===== config.mk =====
export PLATFORM = sky130hd
export DESIGN_NAME = signed_digit_serializer
export DESIGN_NICKNAME = d
export VERILOG_FILES = /design/src/rtl/signed_digit_serializer.sv
export SDC_FILE = /design/constraint.sdc
export NUM_CORES = 1
export LEC_CHECK = 0
export CORE_ASPECT_RATIO = 0.75
export CORE_MARGIN = 10
export CORE_UTILIZATION = 48
export CTS_CLUSTER_SIZE = 10
export DETAILED_ROUTE_END_ITERATION = 6
export PLACE_DENSITY = 0.78
export REMOVE_ABC_BUFFERS = 1
export SLEW_MARGIN = 10
export SYNTH_ARGS = -nofsm -noshare
export SYNTH_HDL_FRONTEND = slang
export SYNTH_SLANG_ARGS = --single-unit
export TNS_END_PERCENT = 50

===== constraint.sdc =====
create_clock -name clk -period 1.9 [get_ports clk]
set_clock_uncertainty 0.15 [all_clocks]
set_input_delay 0.38 -clock clk [delete_from_list [all_inputs] [get_ports clk]]
set_output_delay 0.38 -clock clk [all_outputs]
set_load 0.01 [all_outputs]

===== src/rtl/signed_digit_serializer.sv =====
// rtl/signed_digit_serializer.sv - serializes a two's-complement word into Booth-recoded signed digits, MSD first
// One digit per q transfer; a new word may be accepted on the last digit's transfer for gapless streaming.
module signed_digit_serializer #(
    parameter int no_of_digits = 8,
    parameter int radix_bits   = 3,
    localparam int W = no_of_digits * (radix_bits - 1)
) (
    input  logic                  clk,
    input  logic                  reset,
    input  logic [W-1:0]          din,
    input  logic                  din_valid,
    output logic                  din_ready,
    output logic [radix_bits-1:0] q,
    output logic                  q_valid,
    input  logic                  q_ready,
    output logic                  q_first,
    output logic                  q_last,
    output logic                  busy
);

    localparam int K  = radix_bits - 1;
    localparam int CW = (no_of_digits > 1) ? $clog2(no_of_digits) : 1;
    localparam logic [CW-1:0] LAST_IDX = CW'(no_of_digits - 1);

    typedef enum logic {
        IDLE = 1'b0,
        EMIT = 1'b1
    } state_t;

    state_t          state_q, state_d;
    logic [W:0]      sr_q, sr_d;
    logic [CW-1:0]   idx_q, idx_d;
    logic            emit;
    logic            accept;
    logic signed [radix_bits-1:0] digit;

    // Window of K+1 bits: upper K bits as a signed value plus the borrowed bit below.
    assign digit = $signed({sr_q[W], sr_q[W -: K]}) + $signed({{K{1'b0}}, sr_q[W-K]});

    assign emit      = (state_q == EMIT);
    assign q_valid   = emit;
    assign busy      = emit;
    assign q_first   = emit && (idx_q == LAST_IDX);
    assign q_last    = emit && (idx_q == '0);
    assign q         = emit ? digit : '0;
    assign din_ready = !reset && (!emit || (q_last && q_ready));
    assign accept    = din_valid && din_ready;

    always_comb begin
        state_d = state_q;
        sr_d    = sr_q;
        idx_d   = idx_q;
        case (state_q)
            IDLE: begin
                if (accept) begin
                    state_d = EMIT;
                    sr_d    = {din, 1'b0};
                    idx_d   = LAST_IDX;
                end
            end
            EMIT: begin
                if (q_ready) begin
                    if (idx_q == '0) begin
                        if (accept) begin
                            sr_d  = {din, 1'b0};
                            idx_d = LAST_IDX;
                        end else begin
                            state_d = IDLE;
                        end
                    end else begin
                        sr_d  = {sr_q[W-K:0], {K{1'b0}}};
                        idx_d = idx_q - 1'b1;
                    end
                end
            end
            default: state_d = IDLE;
        endcase
    end

    always_ff @(posedge clk) begin
        if (reset) begin
            state_q <= IDLE;
            sr_q    <= '0;
            idx_q   <= '0;
        end else begin
            state_q <= state_d;
            sr_q    <= sr_d;
            idx_q   <= idx_d;
        end
    end

endmodule


==> results of run 1 <==
layout make-up:
cell class / count / area (um^2)
fill: 198 / 713
multi-input combinational: 93 / 644
sequential: 21 / 429
timing repair buffer: 49 / 410
tap: 34 / 42.5
clock buffer: 3 / 22.5
inverter: 6 / 22.5
clock inverter: 1 / 5.00
cells by family after synthesis:
group,Yosys count
simple gates,52
compound gates,36
flops,21
buf+inv,17
fa+ha+maj,5
power by group:
| part | switching (mW) | internal (mW) | total [mW] |
|---|---|---|---|
| Sequential | 0.0336 | 0.488 | 0.522 |
| Clock | 0.142 | 0.0786 | 0.221 |
| Combinational | 0.162 | 0.197 | 0.359 |
flip-flops by register name, summed over array words and instances, names as in the netlist:
signal / flops
busy: 1
idx_q: 3
sr_q: 17
metrics by stage:
stage	instances	utilization	setup WS [ps]	setup TNS [ps]
2_1_floorplan	120	-	-184	-611
3_3_place_gp	202	0.670	-272	-2100
3_5_place_dp	202	0.670	-307	-2380
4_1_cts	207	0.682	2.74	0
5_1_grt	207	0.689	-22.8	-22.8
6_report	207	0.689	39.3	0
routing by layer:
metal | wire length, um | part of all wire | global-route usage | vias up
met5 | 0 | 0 | 0 | -
met4 | 31 | 0.010 | 0.0231 | 0
met3 | 204 | 0.067 | 0.0474 | 4
met2 | 1530 | 0.51 | 0.218 | 37
met1 | 1260 | 0.42 | 0.129 | 522
li1 | - | - | - | 554
worst register-to-register path, stage by stage (launching register included):
cell,delay [ps]
dfxtp_2,350
inv_2,50
ha_4,160
nor2b_4,120
buf_4,200
nor2_1,290
a21oi_1,120
o221a_2,130
layout by cell type, fill, tap and decap left out, drive strengths merged, types with 2 or more instances in the layout:
master | netlist | final
o21ai | 6 | 6
clkdlybuf4s50 | 0 | 21
and2 | 3 | 3
inv | 6 | 6
dfxtp | 21 | 21
nor3 | 13 | 13
nor2b | 3 | 3
a21oi | 8 | 8
clkbuf | 3 | 3
ha | 5 | 5
nor2 | 17 | 17
a22oi | 3 | 3
o22ai | 2 | 2
o221a | 12 | 12
nand2 | 9 | 9
buf | 8 | 27
nor3b | 2 | 2
o21a | 2 | 2
what timing repair did:
action / 4_1_cts / 5_1_grt
gates resized for setup: 27 / 8
endpoints found under the setup margin: 8 / 8
pin swaps: 0 / 0
buffers inserted: 1 / 0
worst max path at each step:
stage	start	end	slack, ps	cells after the start
floorplan	idx_q[0]	q_last	-180	4
detailed placement	q_ready	din_ready	-310	4
global route	sr_q[14]	q[1]	-20	5
finish	sr_q[14]	q[1]	40	5
CTS	idx_q[0]	q_first	3	4
global placement	q_ready	din_ready	-270	4
==> results by group, run 1 <==
Run status
  • Status: complete, no violations

Synthesis
  • Register bit total from synthesis: 21
  • Xor-xnor portion of the synthesized cell area: 0
  • Largest family of logic cells by synthesized area: compound AO/OA/AOI/OAI gates
  • Synth top area share: 0.368
  • Synth area leader: dfxtp_1
  • Post-Synthesis Cells: 131
  • Compound-cell area share of the yosys netlist: 0.254
  • Mean Syn Cell Area: 8.72 um^2
  • Mux share of post-synthesis cell area: 0
  • Synth area leaders: dfxtp_1 37%, o221a_2 11%, nor3_1 5.7%
  • Post-Synth Simple-Gate Area: 0.235
  • Post-synth top cells: 21 x dfxtp_1, 16 x nor2_1, 13 x nor3_1
  • Yosys warning total: 0
  • Syn Std Cell Area: 1140 um^2
  • Count leader, synth: dfxtp_1
  • Async SR Flop Fraction: 0
  • Post-synthesis adder-cell area fraction: 0.0548
  • Register area share after synthesis: 0.368
  • Post-synth EDFFs: 0
  • Top_reg_cell synth: dfxtp_1
  • Synth cell types: 32

Die
  • Die area: 4750 um^2
  • Initial Utilization: 0.499
  • Die Y-Extent: 62.3 um
  • Die Wd: 76.3 um
  • Ports: 28
  • Row cnt: 15
  • Core area: 2290 um^2

Place
  • Placer congestion estimate: 0.833
  • Input/output buffers: 27
  • Final HPWL DP: 2220 um
  • Cell Area, Placed: 1540 um^2

GRT
  • First-pass GRT wire length: 4910 um
  • Overall routing resource usage: 0.120
  • Antenna violations before repair: 0
  • Vias in the first global route: 1,116
  • Largest net degree at the start of global routing: 19
  • Overflow after GRT: 0

Detailed routing
  • # DRC: 0
  • Vias post-DR: 1,117
  • DRT iter0 DRCs: 103
  • Vias per cell: 5.40
  • Drt wl/cell: 14.6 um
  • DRT Wirelength: 3030 um
  • Remaining antenna violation count: 0
  • 1st-pass router iterations: 4

Pwr
  • Total power: 1.10 mW
  • PwrDens: 699 nW/um^2
  • Static Leakage: 0.656 nW
  • Peak supply drop: 0.000375 V

Clock tree
  • # H-tree levels: 1
  • Hold Buf Count CTS: 0
  • TritonCTS clock tree: done
  • Clock transition at the registers of the reported paths: 130 ps
  • Root Buffer: clkbuf_4
  • Worst-Skew Late Latency: 310 ps
  • Num CTS Buffers: 3
  • CTS sink cnt: 21
  • Clk buf depth: 2

Worst setup path
  • Worst Setup Path Type: reg2out
  • Critical Path, Cell by Cell: ha_1 -> inv_1 -> ha_1 -> nor2b_1 -> buf_2
  • Cell mode on critical path: ha_1
  • CP delay by family, top: adder cells
  • Setup crit end kind: output pin
  • Setup crit start kind: flop
  • Worst path slowest cell: dfxtp_2
  • Required @ worst endpoint: 1370 ps
  • Reg2reg start: idx_q[0]
  • CP Data Arrival Time: 1330 ps
  • Crit path largest cell delay: 340 ps
  • Reg-to-reg slack, setup: 260 ps
  • FF-to-FF path depth: 7
  • R2R Path End: sr_q[16]
  • Crit-path max FO: 2
  • Critical path buffers and inverters: 2

STA
  • Tightest Pin Transition: 345 ps
  • RSZ-0062 raised after global routing: true
  • Final hold slack: 335 ps
  • Period minus WS final: 1860 ps
  • Slew Limit Fails: 0
  • Final Hold Fails: 0
  • Final setup vio count: 0
  • Peak Freq: 537 MHz
  • Slew Limit Headroom: 0.769
  • Crit share post-route: 0.979

Cells and area
  • Antenna cells: 0
  • Finished Cell Area: 1580 um^2
  • Syn-to-layout area delta: 38.0%
  • Nets: 199
  • Layout cells sized above 1: 0.329

Worst hold path
  • Hold Path Origin: sr_q[0]
  • Worst hold path endpoint: sr_q[0]
  • HP Class: reg2reg
  • Hold Crit Depth: 1

Flow run
  • Maximum Capacitance Violations: 0
Power figures use the tool's default switching activity.
==> run 2, diff against run 1 <==
--- a/config.mk
+++ b/config.mk
@@ -10,7 +10,7 @@
 export CORE_UTILIZATION = 48
 export CTS_CLUSTER_SIZE = 10
 export DETAILED_ROUTE_END_ITERATION = 6
-export PLACE_DENSITY = 0.78
+export PLACE_DENSITY_LB_ADDON = 0.05
 export REMOVE_ABC_BUFFERS = 1
 export SLEW_MARGIN = 10
 export SYNTH_ARGS = -nofsm -noshare
==> run 2 against run 1 <==
First-iteration DRC count shrank 19%. Fmax grew 0.97%. Sequential power is essentially flat. Via count shrank 3.0%. Cell count shrank 1.4%. Combinational power shrank 2%. Count of clock-buffer cells in the layout is the same. Worst hold slack lost 3.0 ps. Critical path depth is the same. Wire length shrank 6.2%. Total power shrank 1.3%. Highest routed layer unchanged.
==> results by group, run 2 (synthesis gave the netlist of run 1 again) <==
Run status
  • Status: complete, no violations (unchanged)

STA
  • Tightest Pin Transition: 356 ps (was 345 ps)
  • Setup TNS: 0 ps (unchanged)
  • Final hold slack: 332 ps (was 335 ps)
  • Period minus WS final: 1840 ps (was 1860 ps)
  • Final Hold Fails: 0 (unchanged)
  • Slew Limit Fails: 0 (unchanged)
  • Final setup vio count: 0 (unchanged)
  • Peak Freq: 543 MHz (was 537 MHz)
  • Crit share post-route: 0.970 (was 0.979)
  • Slew Limit Headroom: 0.762 (was 0.769)

Detailed routing
  • DRT Wirelength: 2840 um (was 3030 um)
  • DRT iter0 DRCs: 83 (was 103)
  • # DRC: 0 (unchanged)
  • Vias per cell: 5.31 (was 5.40)
  • Vias post-DR: 1,084 (was 1,117)
  • 1st-pass router iterations: 4 (unchanged)
  • Drt wl/cell: 13.9 um (was 14.6 um)
  • Remaining antenna violation count: 0 (unchanged)

Clock tree
  • Num CTS Buffers: 3 (unchanged)
  • # H-tree levels: 1 (unchanged)
  • Root Buffer: clkbuf_4 (unchanged)
  • Hold Buf Count CTS: 0 (unchanged)
  • Clock transition at the registers of the reported paths: 130 ps (about the same)
  • Worst-Skew Late Latency: 310 ps (about the same)
  • TritonCTS clock tree: done (unchanged)
  • Clk buf depth: 2 (unchanged)
  • CTS sink cnt: 21 (unchanged)

Worst setup path
  • CP delay by family, top: flip-flops (was adder cells)
  • Crit-path max FO: 2 (unchanged)
  • R2R Path End: sr_q[7] (was sr_q[16])
  • Cell mode on critical path: ha_4 (was ha_1)
  • Reg2reg start: idx_q[1] (was idx_q[0])
  • Crit path largest cell delay: 380 ps (was 340 ps)
  • Critical Path, Cell by Cell: ha_4 -> inv_2 -> ha_4 -> nor2b_1 -> buf_2 (was ha_1 -> inv_1 -> ha_1 -> nor2b_1 -> buf_2)
  • Setup crit start kind: flop (unchanged)
  • Worst path slowest cell: dfxtp_2 (unchanged)
  • Critical path buffers and inverters: 2 (unchanged)
  • Required @ worst endpoint: 1370 ps (about the same)
  • Reg-to-reg slack, setup: 150 ps (was 260 ps)
  • Crit. Startpoint: sr_q[15] (was sr_q[14])
  • Setup crit end kind: output pin (unchanged)
  • Worst setup endpoint: q[1] (unchanged)
  • FF-to-FF path depth: 9 (was 7)
  • CP Depth: 5 (unchanged)
  • CP Data Arrival Time: 1310 ps (was 1330 ps)
  • Worst Setup Path Type: reg2out (unchanged)

Cells and area
  • Syn-to-layout area delta: 37.7% (was 38.0%)
  • Biggest register: sr_q (unchanged)
  • Antenna cells: 0 (unchanged)
  • Fillers: 203 (was 198)
  • Final std cells w/o fill: 204 (was 207)
  • Nets: 196 (was 199)
  • Max reg flops: 17 (unchanged)
  • Most frequent cells in the layout: 20 x clkdlybuf4s50_1, 19 x buf_4, 16 x nor2_1, 16 x dfxtp_1, 13 x nor3_1 (was 22 x buf_4, 21 x clkdlybuf4s50_1, 16 x nor2_1, 16 x dfxtp_1, 13 x nor3_1)
  • Finished Cell Area: 1570 um^2 (was 1580 um^2)
  • Most common cell after layout, fill and taps aside: clkdlybuf4s50_1 (was buf_4)
  • Layout cells sized above 1: 0.329 (about the same)

Pwr
  • Peak supply drop: 0.000492 V (was 0.000375 V)
  • PwrDens: 691 nW/um^2 (was 699 nW/um^2)
  • Static Leakage: 0.649 nW (was 0.656 nW)
  • Total power: 1.09 mW (was 1.10 mW)

Place
  • Final HPWL DP: 2060 um (was 2220 um)
  • Placed insts: 199 (was 202)
  • Cell Area, Placed: 1510 um^2 (was 1540 um^2)
  • Placer congestion estimate: 0.794 (was 0.833)
  • Input/output buffers: 27 (unchanged)

GRT
  • Antenna violations before repair: 0 (unchanged)
  • Vias in the first global route: 1,064 (was 1,116)
  • Largest net degree at the start of global routing: 19 (unchanged)
  • Overall routing resource usage: 0.116 (was 0.120)
  • Overflow after GRT: 0 (unchanged)
  • First-pass GRT wire length: 4820 um (was 4910 um)

Worst hold path
  • HP Class: reg2reg (unchanged)
  • Hold Path Origin: sr_q[0] (unchanged)

Die
  • Core area: 2290 um^2 (unchanged)
  • Ports: 28 (unchanged)
  • Die Wd: 76.3 um (unchanged)
  • Row cnt: 15 (unchanged)
  • Die Y-Extent: 62.3 um (unchanged)
  • Die area: 4750 um^2 (unchanged)
  • Initial Utilization: 0.499 (unchanged)

Flow run
  • Maximum Capacitance Violations: 0 (unchanged)
-- run 2: worst min-delay path by stage --
stage               to  depth (start not counted)
3_3_place_gp   sr_q[0]                          1
6_report       sr_q[0]                          1
3_5_place_dp   sr_q[0]                          1
2_1_floorplan  sr_q[1]                          2
5_1_grt        sr_q[1]                          2
4_1_cts        sr_q[0]                          1
-- run 2: timing repair --
item | CTS | global route
hold endpoints to repair | 0 | 0
pin swaps | 0 | 5
endpoints found under the setup margin | 8 | 7
buffers inserted | 0 | 1
gates resized for setup | 26 | 10
-- run 2: cell type report --
class                           count  area [um^2]  area share
Clock inverter                      1         5.00     0.00318
Inverter                            6         22.5      0.0143
Sequential cell                    21          429       0.273
Tap cell                           34         42.5      0.0270
Clock buffer                        3         22.5      0.0143
Timing Repair Buffer               46          389       0.247
Multi-Input combinational cell     93          662       0.421
-- run 2: per-layer routing --
layer / up-vias / routed length (um) / track usage / share of wire
met5: - / 0 / 0 / 0
met1: 512 / 1400 / 0.149 / 0.49
met4: 0 / 12 / 0.0255 / 0.0042
li1: 548 / - / - / -
met3: 2 / 108 / 0.0359 / 0.038
met2: 22 / 1320 / 0.185 / 0.46
-- run 2: through the flow --
step                setup WS [ps]   util
floorplan                    -184      -
finish                       57.1  0.687
detailed placement           -302  0.661
CTS                          1.08  0.668
global route                -9.49  0.687
global placement             -270  0.661
-- run 2: power by group --
| group | total [mW] | switching (mW) | internal (mW) |
|---|---|---|---|
| registers | 0.522 | 0.0339 | 0.488 |
| logic | 0.351 | 0.160 | 0.190 |
| clock network | 0.214 | 0.135 | 0.0785 |
==> run 3, diff against run 2 <==
--- a/config.mk
+++ b/config.mk
@@ -8,7 +8,6 @@
 export CORE_ASPECT_RATIO = 0.75
 export CORE_MARGIN = 10
 export CORE_UTILIZATION = 48
-export CTS_CLUSTER_SIZE = 10
 export DETAILED_ROUTE_END_ITERATION = 6
 export PLACE_DENSITY_LB_ADDON = 0.05
 export REMOVE_ABC_BUFFERS = 1
==> results of run 3 <==
The final DEF is identical to that of run 2; final timing and power are the same.
==> patch (settings of run 3) <==
Set the parameter `no_of_digits` to 32 (it was 8).
--- a/src/rtl/signed_digit_serializer.sv
+++ b/src/rtl/signed_digit_serializer.sv
@@ -1,7 +1,7 @@
 // rtl/signed_digit_serializer.sv - serializes a two's-complement word into Booth-recoded signed digits, MSD first
 // One digit per q transfer; a new word may be accepted on the last digit's transfer for gapless streaming.
 module signed_digit_serializer #(
-    parameter int no_of_digits = 8,
+    parameter int no_of_digits = 32,
     parameter int radix_bits   = 3,
     localparam int W = no_of_digits * (radix_bits - 1)
 ) (
Ports: changed (resized din); port bits go from 28 to 76. No check against the original RTL was run, so the function may have changed too.
==> patch against run 3 <==
The run now ends with setup timing left; power rose to 3.8 times the old value; highest routed layer unchanged; worst setup slack worse by 480 ps; largest cell class unchanged; clock power grew to 7.1 times the old value; count of clock-buffer cells in the layout is 7 higher; non-clock buffer count is 89 higher; sequential cell count rose by 50; wire length rose to 3.7 times the old value; design area rose to 3.2 times the old value; synthesized area rose to 2.9 times the old value; largest power group unchanged.
==> patch: results (changes against run 3) <==
Clock tree
The number of sinks on the clock net came to 71 (+240%). The TritonCTS buffer count is 9 (+6). The register clock-pin slew on the reported worst setup and hold paths is 80 ps (-50 ps).

The clock latency on the worst-skew pair is 350 ps (+40 ps). The post-cts resize count is 54 (+110%). The root buffer cell is sky130_fd_sc_hd__clkbuf_8.

Run status
The checks that failed: setup timing. The run finished, with violations left.

Finish
The final-layout clock buffer total is 10 (+7). The multi-input combinational cell area is 1720 um2 (+160%). The clock-cell share of area is 0.0509 (+0.0334).

The number of flip-flops under the largest register name is 65 (+48). The number of fill cells in the layout came to 461 (+130%). The final core utilization came to 0.770 (+0.0834). The share of the final layout cell area in sequential cells was 0.288 (+0.0155). The non-clock buffer count in the final layout is 135 (+190%).

Hold path
The number of cells traversed by the worst hold path came to 2 (+1). In this run the worst hold path is classified as in -> reg. In this run the most critical hold path is launched from reset.

Detailed routing
The met1 wire length is 4.65 mm (+230%). The routed length per placed instance is 18.9 um (+36%). The final wirelength came to 10.4 mm (+270%). The total length of routed met3 wires came to 726 um (+570%).

The first-pass detailed-route iteration total is 5 (+1). The sum of met2 wire segment lengths after detailed routing is 4.89 mm (+270%).

Placement
The global placement routability congestion is 0.769 (-3.1%). The worst setup slack before clock tree synthesis was -511 ps (-209 ps). The instance count after placement with tap cells included came to 510 (+160%). The count of input and output buffers is 75 (+180%).

The half-perimeter wire length of the detailed placement result is 6.31 mm (+210%).

GRT
The met2 usage is 0.280 (+0.0946). The wire length of the first global-routing pass is 16.0 mm (+230%). The global routing met3 resource utilization is 0.0533 (+0.0173). The maximum number of pins on one net before global-route repair is 36 (+17). The met1 track utilization from global routing came to 0.239 (+0.0903). The total routing usage reported by global routing came to 0.183 (+0.0668).

Logic synthesis
The post-synthesis compound-gate area fraction is 0.338 (+0.0843). The number of unique standard cell types used by synthesis came to 36 (+13%). The post-synthesis instance total is 357 (+170%). The sequential-to-total area share from yosys stat is 0.436 (+0.0684). The post-synthesis share of cell area spent on full adders, half adders and majority gates is 0.0192 (-0.0356).

By count the netlist is led by sky130_fd_sc_hd__dfxtp_1 (71), sky130_fd_sc_hd__a21oi_1 (49), sky130_fd_sc_hd__a22oi_1 (43). The mux cell area share after synthesis is 0.0657 (+0.0657).

Power
The power per cell area was 837 nW/um2 (+21%). The combinational fraction of design power is 0.237 (-0.086). The peak ir drop on the vdd network was 0.000525 V (+6.6%).

The clock network power is 1.52 mW (+610%). The total internal power came to 3.07 mW (+310%).

Setup path
The arrival time of data at the critical path endpoint was 1790 ps (+480 ps). The cell count of the worst reg-to-reg path is 10 (+1).

Timing
The transition time of the tightest slew-check pin was 354 ps (-1.62 ps). The final setup violation count is 53 (+53). The post-route worst setup slack came to -418 ps (-476 ps).
-- patch: changes by cell type after synthesis, sizes merged, moves of 5 or more --
cell / delta
nand2: -5
clkbuf: +20
o21ai: +40
o221a: -12
nor3: -11
a222oi: +19
nor2: +6
a21oi: +42
a22oi: +40
dfxtp: +50
buf: +8
mux2: +19
-- patch: worst max-delay path, stage by stage (launching register included) --
cell                      delay, ps
sky130_fd_sc_hd__dfxtp_2        330
sky130_fd_sc_hd__inv_2           80
sky130_fd_sc_hd__ha_4           130
sky130_fd_sc_hd__or4b_4         480
sky130_fd_sc_hd__o21ai_4        160
sky130_fd_sc_hd__nor2b_4        160
sky130_fd_sc_hd__buf_6          100
-- patch: path summary, 6_finish.rpt --
| kind | to | slack [ps] |
|---|---|---|
| worst max-delay path | din_ready | -420 |
| worst min register to register | sr_q[48] | 330 |
| worst max register to register | sr_q[12] | -380 |
| worst min-delay path | sr_q[4] | 220 |
